--- src/rtl/msg_word_counter_pkg.sv ---
// Shared types and helpers for the AES message-path word counter.
package msg_word_counter_pkg;

  localparam int LEN_W_DEF = 8;

  typedef enum logic [0:0] {
    IDLE   = 1'b0,
    IN_MSG = 1'b1
  } fsm_state_t;

  typedef struct packed {
    logic                 sat;
    logic [LEN_W_DEF-1:0] len;
  } len_rec_t;

  // Increment that sticks at max instead of wrapping.
  function automatic logic [31:0] sat_inc(input logic [31:0] cnt, input logic [31:0] max);
    return (cnt >= max) ? max : cnt + 32'd1;
  endfunction

endpackage

--- src/rtl/msg_word_counter_len_fifo.sv ---
// Synchronous FIFO for length records; pointers carry one extra wrap bit so
// full and empty are distinguishable without a separate counter.
module len_fifo #(
  parameter int WIDTH = 9,
  parameter int DEPTH = 4
) (
  input  logic                     clk,
  input  logic                     rst,
  input  logic                     push,
  input  logic [WIDTH-1:0]         wr_data,
  input  logic                     pop,
  output logic [WIDTH-1:0]         rd_data,
  output logic                     full,
  output logic                     empty,
  output logic [$clog2(DEPTH):0]   level
);

  localparam int AW = $clog2(DEPTH);

  logic [WIDTH-1:0] mem [DEPTH];
  logic [AW:0]      wr_ptr;
  logic [AW:0]      rd_ptr;
  logic             do_push;
  logic             do_pop;

  assign level   = wr_ptr - rd_ptr;
  assign full    = (level == (AW+1)'(DEPTH));
  assign empty   = (wr_ptr == rd_ptr);
  assign do_push = push && !full;
  assign do_pop  = pop && !empty;

  // Head is forced to zero when empty so the reported record is clean after reset.
  assign rd_data = empty ? '0 : mem[rd_ptr[AW-1:0]];

  always_ff @(posedge clk) begin
    if (do_push) mem[wr_ptr[AW-1:0]] <= wr_data;
  end

  always_ff @(posedge clk or posedge rst) begin
    if (rst) begin
      wr_ptr <= '0;
      rd_ptr <= '0;
    end else begin
      if (do_push) wr_ptr <= wr_ptr + 1'b1;
      if (do_pop)  rd_ptr <= rd_ptr + 1'b1;
    end
  end

endmodule

--- src/rtl/msg_word_counter.sv ---
// Per-message word counter with length FIFO and backpressure.
// Optional protocol-error pulse output enabled by MSG_WORD_CNT_ERR_EN.
module msg_word_counter
  import msg_word_counter_pkg::*;
#(
  parameter int CNT_W      = 8,
  parameter int FIFO_DEPTH = 4
) (
  input  logic                          clk,
  input  logic                          rst,
  input  logic                          msg_in_valid,
  input  logic                          msg_in_sop,
  input  logic                          msg_in_eop,
  output logic                          msg_in_ready,
  output logic [CNT_W-1:0]              cntr,
  output logic                          len_valid,
  output logic [CNT_W-1:0]              len_data,
  output logic                          len_sat,
  input  logic                          len_ready,
  output logic [$clog2(FIFO_DEPTH):0]   fifo_level
`ifdef MSG_WORD_CNT_ERR_EN
  ,
  output logic                          msg_err
`endif
);

  localparam logic [31:0] CNT_MAX = 32'((64'd1 << CNT_W) - 64'd1);

  fsm_state_t       state, state_nxt;
  logic [CNT_W-1:0] cntr_nxt;
  logic             sat, sat_nxt;
  logic             push;
  logic             accept;
  logic             fifo_full;
  logic             fifo_empty;
  logic [CNT_W:0]   rec_wr;
  logic [CNT_W:0]   rec_rd;

  assign msg_in_ready = ~fifo_full;
  assign accept       = msg_in_valid && msg_in_ready;
  assign len_valid    = ~fifo_empty;

  always_comb begin
    state_nxt = state;
    cntr_nxt  = cntr;
    sat_nxt   = sat;
    push      = 1'b0;
    if (accept) begin
      // A word in IDLE always opens a message; a sop in IN_MSG drops the old one.
      if (state == IDLE || msg_in_sop) begin
        cntr_nxt = CNT_W'(1);
        sat_nxt  = 1'b0;
      end else begin
        cntr_nxt = CNT_W'(sat_inc(32'(cntr), CNT_MAX));
        sat_nxt  = sat | (cntr == CNT_W'(CNT_MAX));
      end
      if (msg_in_eop) begin
        push      = 1'b1;
        state_nxt = IDLE;
      end else begin
        state_nxt = IN_MSG;
      end
    end
  end

  assign rec_wr = {sat_nxt, cntr_nxt};

  always_ff @(posedge clk or posedge rst) begin
    if (rst) begin
      state <= IDLE;
      cntr  <= '0;
      sat   <= 1'b0;
    end else begin
      state <= state_nxt;
      cntr  <= cntr_nxt;
      sat   <= sat_nxt;
    end
  end

  len_fifo #(
    .WIDTH (CNT_W + 1),
    .DEPTH (FIFO_DEPTH)
  ) u_len_fifo (
    .clk     (clk),
    .rst     (rst),
    .push    (push),
    .wr_data (rec_wr),
    .pop     (len_valid && len_ready),
    .rd_data (rec_rd),
    .full    (fifo_full),
    .empty   (fifo_empty),
    .level   (fifo_level)
  );

  assign len_sat  = rec_rd[CNT_W];
  assign len_data = rec_rd[CNT_W-1:0];

`ifdef MSG_WORD_CNT_ERR_EN
  // Implicit sop in IDLE or an abandoned message each flag one cycle later.
  always_ff @(posedge clk or posedge rst) begin
    if (rst) begin
      msg_err <= 1'b0;
    end else begin
      msg_err <= accept && ((state == IDLE && !msg_in_sop) ||
                            (state == IN_MSG && msg_in_sop));
    end
  end
`endif

endmodule

--- config.mk ---
export PLATFORM = sky130hd
export DESIGN_NAME = msg_word_counter
export DESIGN_NICKNAME = d
export VERILOG_FILES = /design/src/rtl/msg_word_counter_pkg.sv /design/src/rtl/msg_word_counter_len_fifo.sv /design/src/rtl/msg_word_counter.sv
export SDC_FILE = /design/constraint.sdc
export NUM_CORES = 1
export LEC_CHECK = 0
export ABC_CLOCK_PERIOD_IN_PS = 4300
export BUFFER_PORTS_ARGS = -buffer_cell sky130_fd_sc_hd__buf_4
export CORE_UTILIZATION = 35
export CTS_CLUSTER_DIAMETER = 80
export DETAILED_ROUTE_END_ITERATION = 6
export SLEW_MARGIN = 20
export SYNTH_ARGS = -nofsm -noshare
export SYNTH_HDL_FRONTEND = slang
export SYNTH_SLANG_ARGS = --single-unit
--- constraint.sdc ---
create_clock -name clk -period 4.3 [get_ports clk]
set_input_delay 0 -clock clk [delete_from_list [all_inputs] [get_ports clk]]
set_output_delay 0 -clock clk [all_outputs]
set_load 0.05 [all_outputs]
==> summary by stage, run 1 <==
Clock tree
The CTS buffer count is 5. The number of clock sinks is 52. CTS placed an instance of sky130_fd_sc_hd__clkbuf_8 at the clock tree root. TritonCTS built the clock tree. No sink is reached through more buffers than the 2 on the longest clock path. The post-CTS setup buffer count is 0. Clock-pin slew was measured on the worst setup and hold paths at 90 ps. In this run the number of H-tree levels came out at 2. The clock latency at the later pin of the worst-skew pair is 310 ps.

Global routing
The total grt overflow is 0. The wire length of the first global-routing pass is about 7000 µm. The number of antenna violations at the first check in global routing was 0. Global routing consumed, over all layers together, a little over an eighth of the routing resources.

The via count of the first global-routing pass is about 1300. The pin count of the biggest net entering global routing is 25.

Route
The initial DRC count is 65. The DRC violation count after routing is 0. Once detail routing completed, the nets flagged for antenna violations numbered 0. In the final routed layout, each cell accounts on average for 16.5 µm. The mean number of vias per cell is 5.10. The wire length reported by the detailed router is ~4300 µm.

The detailed-route via count is 1330. The number of iterations in the first detailed-routing pass is 4.

Yosys
The top-area cell type share of the netlist area is 46.8%. The netlist uses 31 different library cells. The number of nets handed over by synthesis was between 150 and 200. Yosys printed 0 warnings.

The synthesized design contains 52 register bits. Of all cell types, the one taking the most synthesized area is sky130_fd_sc_hd__edfxtp_1. The synthesized cell area is roughly 2300 µm². After synthesis, the mean cell area works out to around 15 µm².

The post-synthesis sequential area ratio is around 64%. The count of flip-flops with a built-in enable after synthesis is 36. The dominant synthesized flop cell is sky130_fd_sc_hd__edfxtp_1. Counting flops with an async set or reset pin after synthesis yields a share of 30.8%. The gate count after technology mapping is 153. By area the synthesized netlist is led by sky130_fd_sc_hd__edfxtp_1 (47%), sky130_fd_sc_hd__dfrtp_1 (17%), sky130_fd_sc_hd__mux4_2 (8.8%), sky130_fd_sc_hd__ha_1 (4.3%), sky130_fd_sc_hd__and2_1 (2.4%).

Timing
Setup repair after global routing left no endpoint under its margin. For the pin with the worst max-slew slack, the measured transition is slightly above 700 ps. Setup violations remaining at the end of the flow were counted as 0. Adding up every negative setup slack in the final design gives 0 ps.

The number of max-slew violations in the final report is 0. The number of endpoints with negative hold slack in the final report was 0. The share of the clock period used by the worst path is 74.6%. For the final database, setup skew stands at ~8 ps. The worst pin sits at a relative slew slack of 51.8%. The final worst slack is ~1100 ps. The minimum period implied by the final worst setup slack is about 3200 ps.

Timing would allow up to 312 MHz.

Floorplanning
The starting utilization of the core area is between 30 and 40%. Measured along the x axis, the die boundary spans ~83 µm. Pin placement for this block handled 28 I/O pins. The number of cell rows is 29.

The die footprint is 6940 µm². The region available for standard cell placement spans ~6300 µm². The floorplan die height is ~83 µm.

Worst setup path
The nature of the critical path endpoint is a flop. In this run the critical register-to-register path is launched from u_len_fifo.rd_ptr[0]. The maximum fanout along the worst path is 24. The start point of the critical path is u_len_fifo.rd_ptr[0]. STA puts the critical path data arrival time at roughly 3200 ps.

The critical path is of the flop to flop type. STA classifies the critical path startpoint as a flop. The worst endpoint required time is roughly 4300 ps. The slack of the worst reg-to-reg path is ~1100 ps.

Flow run
The tool flagged a number of max-cap violations equal to 0.

Min path
In this run the most critical hold path is launched from msg_in_eop. The worst min-delay path class is primary input to flop.

Layout
After filler insertion, the fill cell instance count of the layout stands at 590. The signed area change from the synthesized netlist to the final layout is 16.4%. The share of post-route cells with drive strength above 1 is between 20% and 30%. For this run, the post-layout net count is 198. 0 antenna diodes ended up in the layout.

Placement
The final estimated routing congestion in global placement is between 0.7 and 0.8. OpenSTA, run right after detailed placement, puts the worst setup slack at a little over 1000 ps. During placement, the flow inserted port buffers numbering 27. The estimated wirelength of the detail-placed design is 3180 µm.

Status
The flow ran to the end, and the final reports show no timing, DRC or antenna violations.
==> synthesized netlist by cell type (3+ instances only) <==
library cell,n
sky130_fd_sc_hd__nand2_1,8
sky130_fd_sc_hd__clkbuf_1,3
sky130_fd_sc_hd__and3_1,6
sky130_fd_sc_hd__edfxtp_1,36
sky130_fd_sc_hd__xnor2_1,4
sky130_fd_sc_hd__o21ai_0,5
sky130_fd_sc_hd__ha_1,8
sky130_fd_sc_hd__dfrtp_1,16
sky130_fd_sc_hd__inv_1,8
sky130_fd_sc_hd__nor2_1,4
sky130_fd_sc_hd__nand3_1,5
sky130_fd_sc_hd__a21oi_1,11
sky130_fd_sc_hd__and2_1,9
sky130_fd_sc_hd__mux4_2,9
==> cell usage in the layout, fill, tap and decap left out, types with 2 or more instances in the layout <==
cell,count
sky130_fd_sc_hd__and3_1,6
sky130_fd_sc_hd__a21oi_1,11
sky130_fd_sc_hd__clkbuf_8,5
sky130_fd_sc_hd__nor2_1,4
sky130_fd_sc_hd__inv_1,8
sky130_fd_sc_hd__mux4_2,9
sky130_fd_sc_hd__dlygate4sd3_1,2
sky130_fd_sc_hd__edfxtp_1,36
sky130_fd_sc_hd__ha_1,8
sky130_fd_sc_hd__nand2_1,8
sky130_fd_sc_hd__buf_4,27
sky130_fd_sc_hd__o31ai_1,2
sky130_fd_sc_hd__dfrtp_1,16
sky130_fd_sc_hd__nor2b_1,2
sky130_fd_sc_hd__nand3_1,5
sky130_fd_sc_hd__xnor2_1,4
sky130_fd_sc_hd__a41oi_1,2
sky130_fd_sc_hd__and2_1,9
sky130_fd_sc_hd__o21ai_0,5
==> per-layer routing <==
| metal | vias to the layer above | track usage (%) | share of wire [%] |
|---|---|---|---|
| met5 | - | 0 | 0 |
| met4 | 0 | 4.70 | 1.4 |
| met3 | 5 | 3.28 | 3.5 |
| li1 | 633 | - | - |
| met2 | 26 | 20.0 | 47 |
| met1 | 666 | 19.6 | 48 |
==> area by class of cell <==
class | instances | area (µm²) | area share, %
Sequential cell | 52 | 1480 | 55.0
Multi-Input combinational cell | 87 | 769 | 28.6
Timing Repair Buffer | 29 | 223 | 8.28
Tap cell | 77 | 96.3 | 3.58
Clock buffer | 5 | 68.8 | 2.56
Inverter | 8 | 30.0 | 1.12
Clock inverter | 3 | 22.5 | 0.837
==> logic make-up after synthesis <==
kind of cell	synth area share (%)
AO/OA/AOI/OAI	6.71
XOR/XNOR	2.92
adder cells (fa/ha/maj)	5.20
buffers and inverters	2.65
flip-flops	64.1
multiplexers	9.90
AND/OR/NAND/NOR	8.55
==> registers in the layout, indices dropped and copies added (netlist names) <==
register,flops
cntr,8
state,1
sat,1
u_len_fifo.rd_ptr,3
u_len_fifo.mem,36
u_len_fifo.wr_ptr,3
==> what timing repair did <==
item / in CTS / in global routing
resized for setup: 0 / 0
hold endpoints to repair: 18 / 0
hold buffers: 2 / 0
==> metrics by stage <==
step / utilization (%) / hold WS (ps) / area (µm²) / cells
2_1_floorplan: - / -86.3 / 2310 / 153
3_3_place_gp: 40.6 / 159 / 2580 / 251
3_5_place_dp: 40.6 / 177 / 2580 / 251
4_1_cts: 42.4 / 11.7 / 2690 / 261
5_1_grt: 42.4 / 35.8 / 2690 / 261
6_report: 42.4 / 23.9 / 2690 / 261
==> worst max-delay path, stage by stage, from the launching register on <==
cell and delay [ps]:
sky130_fd_sc_hd__dfrtp_1 620, sky130_fd_sc_hd__ha_1 330, sky130_fd_sc_hd__fa_1 350, sky130_fd_sc_hd__xor3_1 450
sky130_fd_sc_hd__a31oi_4 570, sky130_fd_sc_hd__and3_1 540
==> worst paths after layout <==
kind | end | cells after the start
max | u_len_fifo.mem[0][4] | 5
min | state | 3
max reg2reg | u_len_fifo.mem[0][4] | 5
min reg2reg | state | 1
max in group asynchronous | u_len_fifo.wr_ptr[2] | 3
min in group asynchronous | cntr[5] | 3
Power of run 1 is left out: the tool's default activity adds up to more than one toggle a clock period on the data nets, which glitch-free logic cannot reach.
==> run 2, diff against run 1 <==
--- a/config.mk
+++ b/config.mk
@@ -5,7 +5,7 @@
 export SDC_FILE = /design/constraint.sdc
 export NUM_CORES = 1
 export LEC_CHECK = 0
-export ABC_CLOCK_PERIOD_IN_PS = 4300
+export ABC_CLOCK_PERIOD_IN_PS = 2600
 export BUFFER_PORTS_ARGS = -buffer_cell sky130_fd_sc_hd__buf_4
 export CORE_UTILIZATION = 35
 export CTS_CLUSTER_DIAMETER = 80
==> constraint.sdc (replaced) <==
create_clock -name clk -period 2.6 [get_ports clk]
set_input_delay 0 -clock clk [delete_from_list [all_inputs] [get_ports clk]]
set_output_delay 0 -clock clk [all_outputs]
set_load 0.05 [all_outputs]
==> run 2 against run 1 <==
Effect of this change:
- maximum frequency rose by 29%
- core utilization rose by 1.3 points
- global-route usage rose by 0.19 points
- register-to-register slack got worse by 980 ps
- routed wire length rose by 2.7%
- critical path depth rose by 3
- count of clock-buffer cells in the layout did not move
- first-iteration DRC count rose by 100%
- worst setup slack got worse by 980 ps
- sequential cell count did not move
- non-clock buffer count rose by 9
- critical endpoint is now u_len_fifo.mem[2][6]
- highest routed layer unchanged
==> summary by stage, run 2 (synthesis gave the netlist of run 1 again) <==
Status
The flow ran to the end, and the final reports show no timing, DRC or antenna violations.

Global routing
The wire length of the first global-routing pass is approximately 7300 µm. Summed over all layers, the global routing overflow is 0. The pin count of the biggest net entering global routing is 19. The total track usage is between 10% and 20%.

The number of antenna violations at the first check in global routing is 0. The via count of the first global-routing pass is 1374.

Route
Using the TritonRoute via totals, the vias-per-cell ratio works out to slightly above 5. The final layout contains routed wiring with a total length of around 4400 µm. Summing over every cut layer, the via total after detailed routing is 1367. The average wire per standard cell is 16.4 µm. Before antenna repair, the detailed router went through 4 iterations.

The DRC violation count after routing is 0. The detail route stage leaves a number of antenna-violating nets equal to 0. After the first detailed-routing iteration, the DRC count stood at 132.

Timing
After routing, the total negative slack on setup checks comes to 0 ps. Of the available clock period, the critical path in the final layout requires a little over nine tenths. For this run, the top clock speed supported by timing is 402 MHz. Setup violations remaining at the end of the flow were counted as 0. Setup repair after global routing could not meet its margin everywhere. The slew at the pin with the worst max-slew slack is about 690 ps. The normalized max-slew margin is between 50 and 60%. The minimum period implied by the final worst setup slack is between 2000 and 2500 ps. The number of max-slew violations in the final report is 0. The clock tree skew after final layout is 4.29 ps.

The number of endpoints with negative hold slack in the final report is 0.

Layout
In the final layout, the multi-input gates occupy between 700 and 800 µm². The share of post-route cells with drive strength above 1 is between 30% and 40%. The end-of-flow core utilization is ~44%.

The register with the most flip-flops in the layout has 36 of them. The top cell types in the final layout, fill and taps aside, are sky130_fd_sc_hd__edfxtp_1 (36), sky130_fd_sc_hd__buf_4 (35), sky130_fd_sc_hd__dfrtp_1 (16). Leaving out filler cells and counting taps, the final layout contains between 200 and 300.

Registers take 1480 µm². 0 antenna diodes ended up in the layout. The layout net count is just over 200. After filler insertion, the fill cell instance count of the layout stands at around 580.

Leaving out fill and tap cells, the most frequent cell in the layout is sky130_fd_sc_hd__edfxtp_1. The signed area change from the synthesized netlist to the final layout is 20.0%.

Worst setup path
The worst setup path is launched from a flop. In this run the worst path has a maximum fanout of 18. The cell count of the worst reg-to-reg path is 8.

The worst setup path is captured at a flop. The start point of the critical path is u_len_fifo.wr_ptr[0]. The slack of the worst reg-to-reg path is roughly 110 ps.

Data on the critical path is required at its endpoint by about 2700 ps. The category of the critical setup timing path is flop to flop. In this run the critical register-to-register path is launched from u_len_fifo.wr_ptr[0]. The destination of the worst register-to-register timing path is u_len_fifo.mem[2][6].

STA puts the critical path data arrival time at 2570 ps.

Clock tree
Clock latency on the worst-skew pair, taken at its later pin, is 300 ps. The clock tree root buffer cell is sky130_fd_sc_hd__clkbuf_8. The CTS buffer count is 5. The clock slew at the register clock pins of the worst setup and hold paths is approximately 90 ps. For this design, the sink count on the clock tree is 52. The post-CTS setup buffer count is 0.

The maximum root-to-sink buffer count is 2. The TritonCTS clock tree is built. In this run the number of H-tree levels came out at 2.

Floorplanning
The number of cell rows is 29. The initial utilization of the core area, before any placement, comes to between 30% and 40%. The die is between 80 and 90 µm tall. The floorplan step defined a die boundary enclosing approximately 7000 µm². The I/O pin count is 28. The floorplan step set the die width to between 80 and 90 µm. The core region is ~6300 µm².

Min path
The path class of the tightest hold or removal check is primary input to flop. The worst hold path begins at msg_in_eop. The number of cells on the worst hold path is 3. For hold timing, the worst endpoint is state.

Flow run
The number of max-capacitance violations reported is 0.

Placement
Routability-driven placement finished with a final weighted congestion of between 0.8 and 0.9. Buffers placed on the I/O ports in this run total 27. Counting tap cells, the placed design contains a total of 260 instances. The estimated wirelength of the detail-placed design is ~3000 µm.
## run 2: cell types whose count changed in the layout (fill, tap and decap cells not counted), sizes merged
cell,delta
buf,+9
## run 2: cell type report
cell class | instances | area share (%)
Timing Repair Buffer | 38 | 10.9
Sequential cell | 52 | 53.4
Clock buffer | 5 | 2.48
Inverter | 8 | 1.08
Multi-Input combinational cell | 87 | 28.0
Tap cell | 77 | 3.47
Clock inverter | 3 | 0.631
## run 2: worst max-delay path, cell delays in order (launching register included)
cell and delay, ps:
sky130_fd_sc_hd__dfrtp_1 420, sky130_fd_sc_hd__inv_1 100, sky130_fd_sc_hd__ha_1 200, sky130_fd_sc_hd__fa_1 370, sky130_fd_sc_hd__xor3_2 280, sky130_fd_sc_hd__a31oi_4 310, sky130_fd_sc_hd__buf_12 190, sky130_fd_sc_hd__a31oi_1 80
sky130_fd_sc_hd__a21oi_1 310
## run 2: repair_timing
item                                   CTS  global route
setup endpoints to repair                0             9
hold buffers                             2             0
endpoints found under the hold margin   18             0
resized for setup                        0             2
## run 2: how the worst max path moves through the flow
stage / to / slack [ps] / cells after the start
after floorplan: u_len_fifo.mem[2][0] / 50 / 7
after global placement: u_len_fifo.mem[0][4] / 160 / 8
after detailed placement: u_len_fifo.mem[2][4] / 130 / 8
after CTS: u_len_fifo.mem[2][7] / 70 / 8
after global routing: u_len_fifo.mem[0][6] / -0.5 / 8
final: u_len_fifo.mem[2][6] / 110 / 8
## run 2: metal layers
layer / track usage, % / up-vias / routed length, µm
met5: 0 / - / 0
met4: 4.55 / 0 / 89
met3: 3.48 / 6 / 236
met2: 21.5 / 34 / 2110
met1: 18.7 / 677 / 2000
li1: - / 650 / -
## run 2: per-stage QoR
stage               area (µm²)  hold WS (ps)  setup WS, ps
floorplan                 2310         -86.3          46.4
global placement          2660           141           156
detailed placement        2660           162           132
CTS                       2770          12.4          67.7
global route              2780          26.3        -0.515
finish                    2780          10.9           113
Power of run 2 is left out for the same reason.
